File: src/rtl/mmio_input_port.sv
// Memory-mapped input peripheral: switch and button synchronisers, per-button
// debounce, sticky rising-edge flags (write-1-to-clear) and a level interrupt.
// Read data is combinational so the MEM-stage load path sees it the same cycle.

// One debounce lane: accepts a new synchronised level after it has held
// for CNT_MAX+1 consecutive cycles; any return to the stable level restarts.
module mmio_input_port_db #(
    parameter int              CNT_W   = 20,
    parameter logic [CNT_W-1:0] CNT_MAX = '1
) (
    input  logic clk,
    input  logic rst,
    input  logic i_s,
    output logic o_q,
    output logic o_rise
);
    logic [CNT_W-1:0] r_cnt;
    logic             r_q;
    logic             w_diff;
    logic             w_done;

    assign w_diff = (i_s != r_q);
    assign w_done = w_diff && (r_cnt == CNT_MAX);

    // Count consecutive disagreeing samples; flip the stable level on the last one.
    always_ff @(posedge clk or posedge rst) begin
        if (rst) begin
            r_cnt <= '0;
            r_q   <= 1'b0;
        end else if (!w_diff) begin
            r_cnt <= '0;
        end else if (w_done) begin
            r_q   <= i_s;
            r_cnt <= '0;
        end else begin
            r_cnt <= r_cnt + 1'b1;
        end
    end

    assign o_q    = r_q;
    // Pulses in the cycle whose edge raises q, so the edge flag sets alongside it.
    assign o_rise = w_done & i_s;
endmodule

module mmio_input_port #(
    parameter int NUM_SW          = 8,
    parameter int NUM_BTN         = 4,
    parameter int DEBOUNCE_CYCLES = 20'd1000000,
    parameter int CNT_W           = 20
) (
    input  logic               clk,
    input  logic               rst,
    input  logic               memRead,
    input  logic               memWrite,
    input  logic [31:0]        address,
    input  logic [31:0]        dataIn,
    input  logic [NUM_SW-1:0]  sw,
    input  logic [NUM_BTN-1:0] btn,
    output logic [31:0]        dataOut,
    output logic               irq
);
    localparam logic [CNT_W-1:0] LP_CNT_MAX = CNT_W'(DEBOUNCE_CYCLES - 1);

    // Word addresses (byte address >> 2).
    localparam logic [29:0] LP_A_SW   = 30'h1000_0005;
    localparam logic [29:0] LP_A_BTN  = 30'h1000_0006;
    localparam logic [29:0] LP_A_EDGE = 30'h1000_0007;
    localparam logic [29:0] LP_A_IEN  = 30'h1000_0008;

    logic [NUM_SW-1:0]  r_sw_s1, r_sw_s2;
    logic [NUM_BTN-1:0] r_btn_s1, r_btn_s2;
    logic [NUM_BTN-1:0] w_q, w_rise;
    logic [NUM_BTN-1:0] r_edge, r_ien;
    logic [NUM_BTN-1:0] w_clr;
    logic               r_irq;
    logic               w_sel_sw, w_sel_btn, w_sel_edge, w_sel_ien;
    logic               w_unused;

    assign w_sel_sw   = (address[31:2] == LP_A_SW);
    assign w_sel_btn  = (address[31:2] == LP_A_BTN);
    assign w_sel_edge = (address[31:2] == LP_A_EDGE);
    assign w_sel_ien  = (address[31:2] == LP_A_IEN);

    // Byte offsets and unstored data bits are deliberately ignored.
    assign w_unused = ^{address[1:0], dataIn[31:NUM_BTN]};

    // Two-flop synchronisers for all asynchronous inputs.
    always_ff @(posedge clk or posedge rst) begin
        if (rst) begin
            r_sw_s1  <= '0;
            r_sw_s2  <= '0;
            r_btn_s1 <= '0;
            r_btn_s2 <= '0;
        end else begin
            r_sw_s1  <= sw;
            r_sw_s2  <= r_sw_s1;
            r_btn_s1 <= btn;
            r_btn_s2 <= r_btn_s1;
        end
    end

    genvar gi;
    generate
        for (gi = 0; gi < NUM_BTN; gi++) begin : g_db
            mmio_input_port_db #(
                .CNT_W   (CNT_W),
                .CNT_MAX (LP_CNT_MAX)
            ) u_db (
                .clk    (clk),
                .rst    (rst),
                .i_s    (r_btn_s2[gi]),
                .o_q    (w_q[gi]),
                .o_rise (w_rise[gi])
            );
        end
    endgenerate

    assign w_clr = (memWrite && w_sel_edge) ? dataIn[NUM_BTN-1:0] : '0;

    // Sticky flags (set beats clear), enable register and registered interrupt.
    always_ff @(posedge clk or posedge rst) begin
        if (rst) begin
            r_edge <= '0;
            r_ien  <= '0;
            r_irq  <= 1'b0;
        end else begin
            r_edge <= (r_edge & ~w_clr) | w_rise;
            if (memWrite && w_sel_ien) r_ien <= dataIn[NUM_BTN-1:0];
            r_irq  <= |(r_edge & r_ien);
        end
    end

    assign irq = r_irq;

    // Zero-latency read mux; unselected or idle reads return 0.
    always_comb begin
        dataOut = '0;
        if (memRead) begin
            if (w_sel_sw)        dataOut[NUM_SW-1:0]  = r_sw_s2;
            else if (w_sel_btn)  dataOut[NUM_BTN-1:0] = w_q;
            else if (w_sel_edge) dataOut[NUM_BTN-1:0] = r_edge;
            else if (w_sel_ien)  dataOut[NUM_BTN-1:0] = r_ien;
        end
    end
endmodule

File: config.mk
export PLATFORM = sky130hd
export DESIGN_NAME = mmio_input_port
export DESIGN_NICKNAME = d
export VERILOG_FILES = /design/src/rtl/mmio_input_port.sv
export SDC_FILE = /design/constraint.sdc
export NUM_CORES = 1
export LEC_CHECK = 0
export BUFFER_PORTS_ARGS = -buffer_cell sky130_fd_sc_hd__buf_2
export CAP_MARGIN = 20
export CORE_MARGIN = 3
export CORE_UTILIZATION = 36
export DETAILED_ROUTE_END_ITERATION = 12
export SLEW_MARGIN = 20
export SYNTH_ARGS = -nofsm -noshare
export SYNTH_HDL_FRONTEND = slang
export SYNTH_SLANG_ARGS = --single-unit
File: constraint.sdc
create_clock -name clk -period 8.22 [get_ports clk]
set_clock_uncertainty 0.05 [all_clocks]
set_input_delay 0.822 -clock clk [delete_from_list [all_inputs] [get_ports clk]]
set_output_delay 0.822 -clock clk [all_outputs]
set_load 0.005 [all_outputs]
Yosys cells after proc, flatten, opt, wreduce, memory -nomap -nowiden
Index checks and enable logic that the tools add are counted.
- flip-flop bits (word level): 117
- logic and storage cells: 65
- $add $sub $neg: 4
- eq/ne operators: 12
- mux-type cells: 15
- bitwise operators: 8
- reductions and logical operators: 11
- operator list (kind ; number):
    20-bit two-way mux ; 8
    30-bit by 29-bit equality test with 1-bit output (second input constant) ; 4
    20-bit by 1-bit adder with 20-bit output (second input constant) ; 4
    20-bit equality test (second input constant) ; 4
    4-bit two-way mux ; 6
    4-bit AND ; 2
    8-bit two-way mux ; 1
    2-bit AND reduction ; 4
    1-bit logical AND ; 6
    1-bit AND ; 4
    1-bit != test ; 4
    4-bit NOT ; 1
    4-bit bitwise OR ; 1
    4-bit OR reduction ; 1

Depth between registers and ports, before layout
- depth in word-level cells: 6
- depth in mapped cells: 6
- gate-level depth less buffers: 5

By module
A second synthesis with hierarchy kept.
- cells, all modules: 567
- area total of the unflattened synthesis: 5973.2 µm²
- by module, submodules not included (module ; instances ; cells each ; area each (µm²)):
    mmio_input_port_db ; 4 ; 108 ; 1091.0
    mmio_input_port ; 1 ; 135 ; 1609.0

Worst setup path after synthesis
No wires, ideal clock.
- path type: input to output
- start: input address[18]
- end: output dataOut[0]
- data arrival time: 2.285 ns
- required time: 7.348 ns
- slack: 5.063 ns
- stages: 4
- path through: nor4_1 > nand4_1 > or4_1 > o32ai_1
- longest elaborated chain between the ends: 6
- RTL lines (what ; line ; text):
    from (decl) ; 55 ; input logic [31:0] address,
    30-bit by 29-bit equality test with 1-bit output ; 82 ; assign w_sel_ien = (address[31:2] == LP_A_IEN);
    4-bit two-way mux ; 142 ; else if (w_sel_ien) dataOut[NUM_BTN-1:0] = r_ien;
    4-bit two-way mux ; 141 ; else if (w_sel_edge) dataOut[NUM_BTN-1:0] = r_edge;
    4-bit two-way mux ; 140 ; else if (w_sel_btn) dataOut[NUM_BTN-1:0] = w_q;
    4-bit two-way mux * ; 139 ; if (w_sel_sw) dataOut[NUM_SW-1:0] = r_sw_s2;
    8-bit two-way mux * ; 138 ; if (memRead) begin
    to (decl) ; 59 ; output logic [31:0] dataOut,
Every way passes the cells marked *; elsewhere a longest branch is shown, timed or not.

Worst setup path after layout
Same ends and word-level chain as after synthesis.

==> impl_metrics.env <==
export IMPL_antenna_left=0
export IMPL_die_h_um=132.3
export IMPL_grt_pass1_vias=4146
export IMPL_seq_power_share_pct=44.3
export IMPL_vdd_ir_drop_max_uv=149.9
export IMPL_p_leak_nw=2.789
export IMPL_netlist_area_sq_um=5744
export IMPL_slew_headroom_pct=28.11
export IMPL_final_setup_viol_count=0
export IMPL_clkTransAtPathRegs_ns=0.05
export IMPL_ys_seq_elements=117
export IMPL_max_freq_mhz=256.7
export IMPL_rr_startpoint="g_db[1].u_db.r_cnt[0]"
export IMPL_reg2reg_slack_ns=5.32
export IMPL_die_w_um=132.3
export IMPL_htree_num_levels=4
export IMPL_clk_latency_ns=0.41
export IMPL_postCtsHoldBufs=0
export IMPL_synth_area_leader_cell="dfrtp_1"
export IMPL_async_reset_ff_share_pct=100.0
export IMPL_crit_path_end_kind="primary output"
export IMPL_place_congestion=0.8123
export IMPL_power_internal_mw=1.053
export IMPL_fin_crit_sh_pct=47.38
export IMPL_rr_endpoint="g_db[1].u_db.r_cnt[11]"
export IMPL_final_net_count=709
export IMPL_route_layer_met1_wl_um=5392
export IMPL_worst_ep_required_time_ns=7.35
export IMPL_min_period_ns=3.895
export IMPL_status="finished, final reports clean"
export IMPL_arrival_ns=3.02
export IMPL_totalPowerFinal_mw=1.343
export IMPL_crit_slowest_cell="or4_1"
export IMPL_met3WireLength_um=727
export IMPL_wirelength_um=11750
export IMPL_hold_end="r_sw_s2[0]"
export IMPL_drive_above_1_share_pct=17.27
export IMPL_diodes=0
export IMPL_cts_resized_gates=0
export IMPL_hp_class="register to register"
export IMPL_startpoint_type="input port"
export IMPL_grt_total_usage_pct=13.93
export IMPL_clockPowerShare_pct=51.8
export IMPL_wl_met2_um=5503
export IMPL_wire_per_inst_um=13.85
export IMPL_rows=45
export IMPL_tritoncts="done"
export IMPL_grt_pass1_wl_um=20030
export IMPL_synth_most_common_cell="dfrtp_1"
export IMPL_initial_core_util_pct=37.23
export IMPL_finalSetupTns_ns=0
export IMPL_worstSetupPathType="input port to primary output"
export IMPL_power_density_nw_per_um2=200.6
export IMPL_ios=113
export IMPL_yosysSeqAreaShare_pct=50.97
export IMPL_max_cap_violations=0
export IMPL_core_sq_um=15430
export IMPL_netlist_top_cells_area="dfrtp_1 (51%), xnor2_1 (5.8%), nor2_1 (4.5%), nand4_1 (3.2%), buf_4 (3.1%)"
export IMPL_cts_path_max_buffers=2
export IMPL_rsz0062_at_grt="false"
export IMPL_switching_share_pct=21.60
export IMPL_synth_cells=564
export IMPL_antenna_found_initial=0
export IMPL_drt_iter0_markers=231
export IMPL_critPathMaxFanout=10
export IMPL_clock_sinks=117
export IMPL_drc_errors=0
export IMPL_grt_overflow=0
export IMPL_cpMostUsedCell="buf_2"
export IMPL_syn_to_final_growth_pct=16.53
export IMPL_synth_edf_count=0
export IMPL_hold_start="r_sw_s1[0]"
export IMPL_avgViaCountPerCell=5.091
export IMPL_grt_max_degree=71
export IMPL_numPortBuffers=58
export IMPL_top_layer_used="met4"
export IMPL_clock_root_buffer="clkbuf_16"
export IMPL_p_comb_share_pct=3.9
export IMPL_path_cells="buf_2 > nor4_1 > nand4_1 > or4_1 > o32ai_1 > buf_2"
export IMPL_synth_top_area_share_pct=50.97
export IMPL_p_sw_uw=290.2
export IMPL_finalHoldViolCount=0
export IMPL_synth_top_flop_cell="dfrtp_1"
export IMPL_slowest_delay_ns=0.68
export IMPL_vias=4317
export IMPL_dpl_hpwl_um=8219
export IMPL_critical_path_top_delay_family="simple AND/OR/NAND/NOR gates"
export IMPL_post_cts_buffers=0
export IMPL_slew_viol_final=0
export IMPL_reg2reg_depth=5
export IMPL_min_path_cells=0
export IMPL_synth_distinct_cells=45
export IMPL_synth_common_cells="dfrtp_1 (117), nor2_1 (69), xnor2_1 (38)"
export IMPL_path_buf_inv=2
export IMPL_firstDrtPassIters=4
export IMPL_worst_slew_pin_slew_ns=1.075
export IMPL_cts_buffers_inserted=17
export IMPL_synth_warnings=0
export IMPL_postSynthAreaPerCell_sq_um=10.18
export IMPL_die_area_sq_um=17510
## routing by layer
metal	vias to the layer above	track usage, %
li1	2090	-
met2	113	21.64
met4	0	3.811
met5	-	0
met1	2103	18.43
met3	11	5.115
## through the flow
| stage | utilization, % | cells | worst slack, ns | hold slack, ns | cell area (sq um) |
|---|---|---|---|---|---|
| floorplan | - | 587 | 4.247 | 0.2812 | 5831 |
| global placement | 39.78 | 817 | 4.455 | 0.2820 | 6137 |
| detailed placement | 39.78 | 817 | 4.339 | 0.2855 | 6137 |
| CTS | 43.39 | 848 | 4.331 | 0.2973 | 6694 |
| global route | 43.39 | 848 | 4.023 | 0.3037 | 6694 |
| finish | 43.39 | 848 | 4.325 | 0.2960 | 6694 |
## kinds of logic after synthesis
kind of cell | count (synthesis) | share of synthesized area [%]
AOI/OAI and AO/OA | 68 | 8.343
xor gates and xnor gates | 53 | 8.081
adders and majority gates | 4 | 0.8713
buffers and inverters | 65 | 6.251
DFF | 117 | 50.97
muxes | 8 | 1.568
other | 1 | 0.06528
and+or+nand+nor | 248 | 23.85
## state kept, by name (all words and copies together), names as in the netlist
| signal | cells |
|---|---|
| g_db.u_db.o_q | 4 |
| r_ien | 4 |
| irq | 1 |
| r_sw_s2 | 8 |
| r_btn_s2 | 4 |
| r_btn_s1 | 4 |
| r_edge | 4 |
| r_sw_s1 | 8 |
| g_db.u_db.r_cnt | 80 |
## cell usage in the layout, fill, tap and decap left out, types with 19 or more instances in the layout
master / n
a21oi_1: 21
buf_2: 58
conb_1: 24
dfrtp_1: 117
inv_1: 22
nand2_1: 23
nand3_1: 23
nand4_1: 29
nor2_1: 69
or4_1: 19
xnor2_1: 38
## worst max path at each step
stage | from | endpoint | cells past startpoint
floorplan | rst | g_db[0].u_db.o_q | 1
global placement | address[18] | dataOut[3] | 6
detailed placement | address[18] | dataOut[1] | 6
CTS | address[18] | dataOut[1] | 6
global route | address[18] | dataOut[0] | 6
finish | address[18] | dataOut[0] | 6
## power groups by stage
stage          clock (mW)  sequential (mW)  combinational, mW
5_1_grt             0.739            0.596             0.0604
3_5_place_dp            0            0.604             0.0529
6_report            0.696            0.595             0.0520
4_1_cts             0.714            0.595             0.0532
2_1_floorplan           0            0.603             0.0408
3_3_place_gp            0            0.604             0.0515
## final cells by class
type,count,area [sq um]
multi-input combinational,405,2544
inverter,23,88.84
sequential,117,2928
tap,211,264.0
fill,1488,8733
clock buffer,20,446.7
clock inverter,11,110.1
timing repair buffer,61,312.8
(Power assumes the default switching activity.)
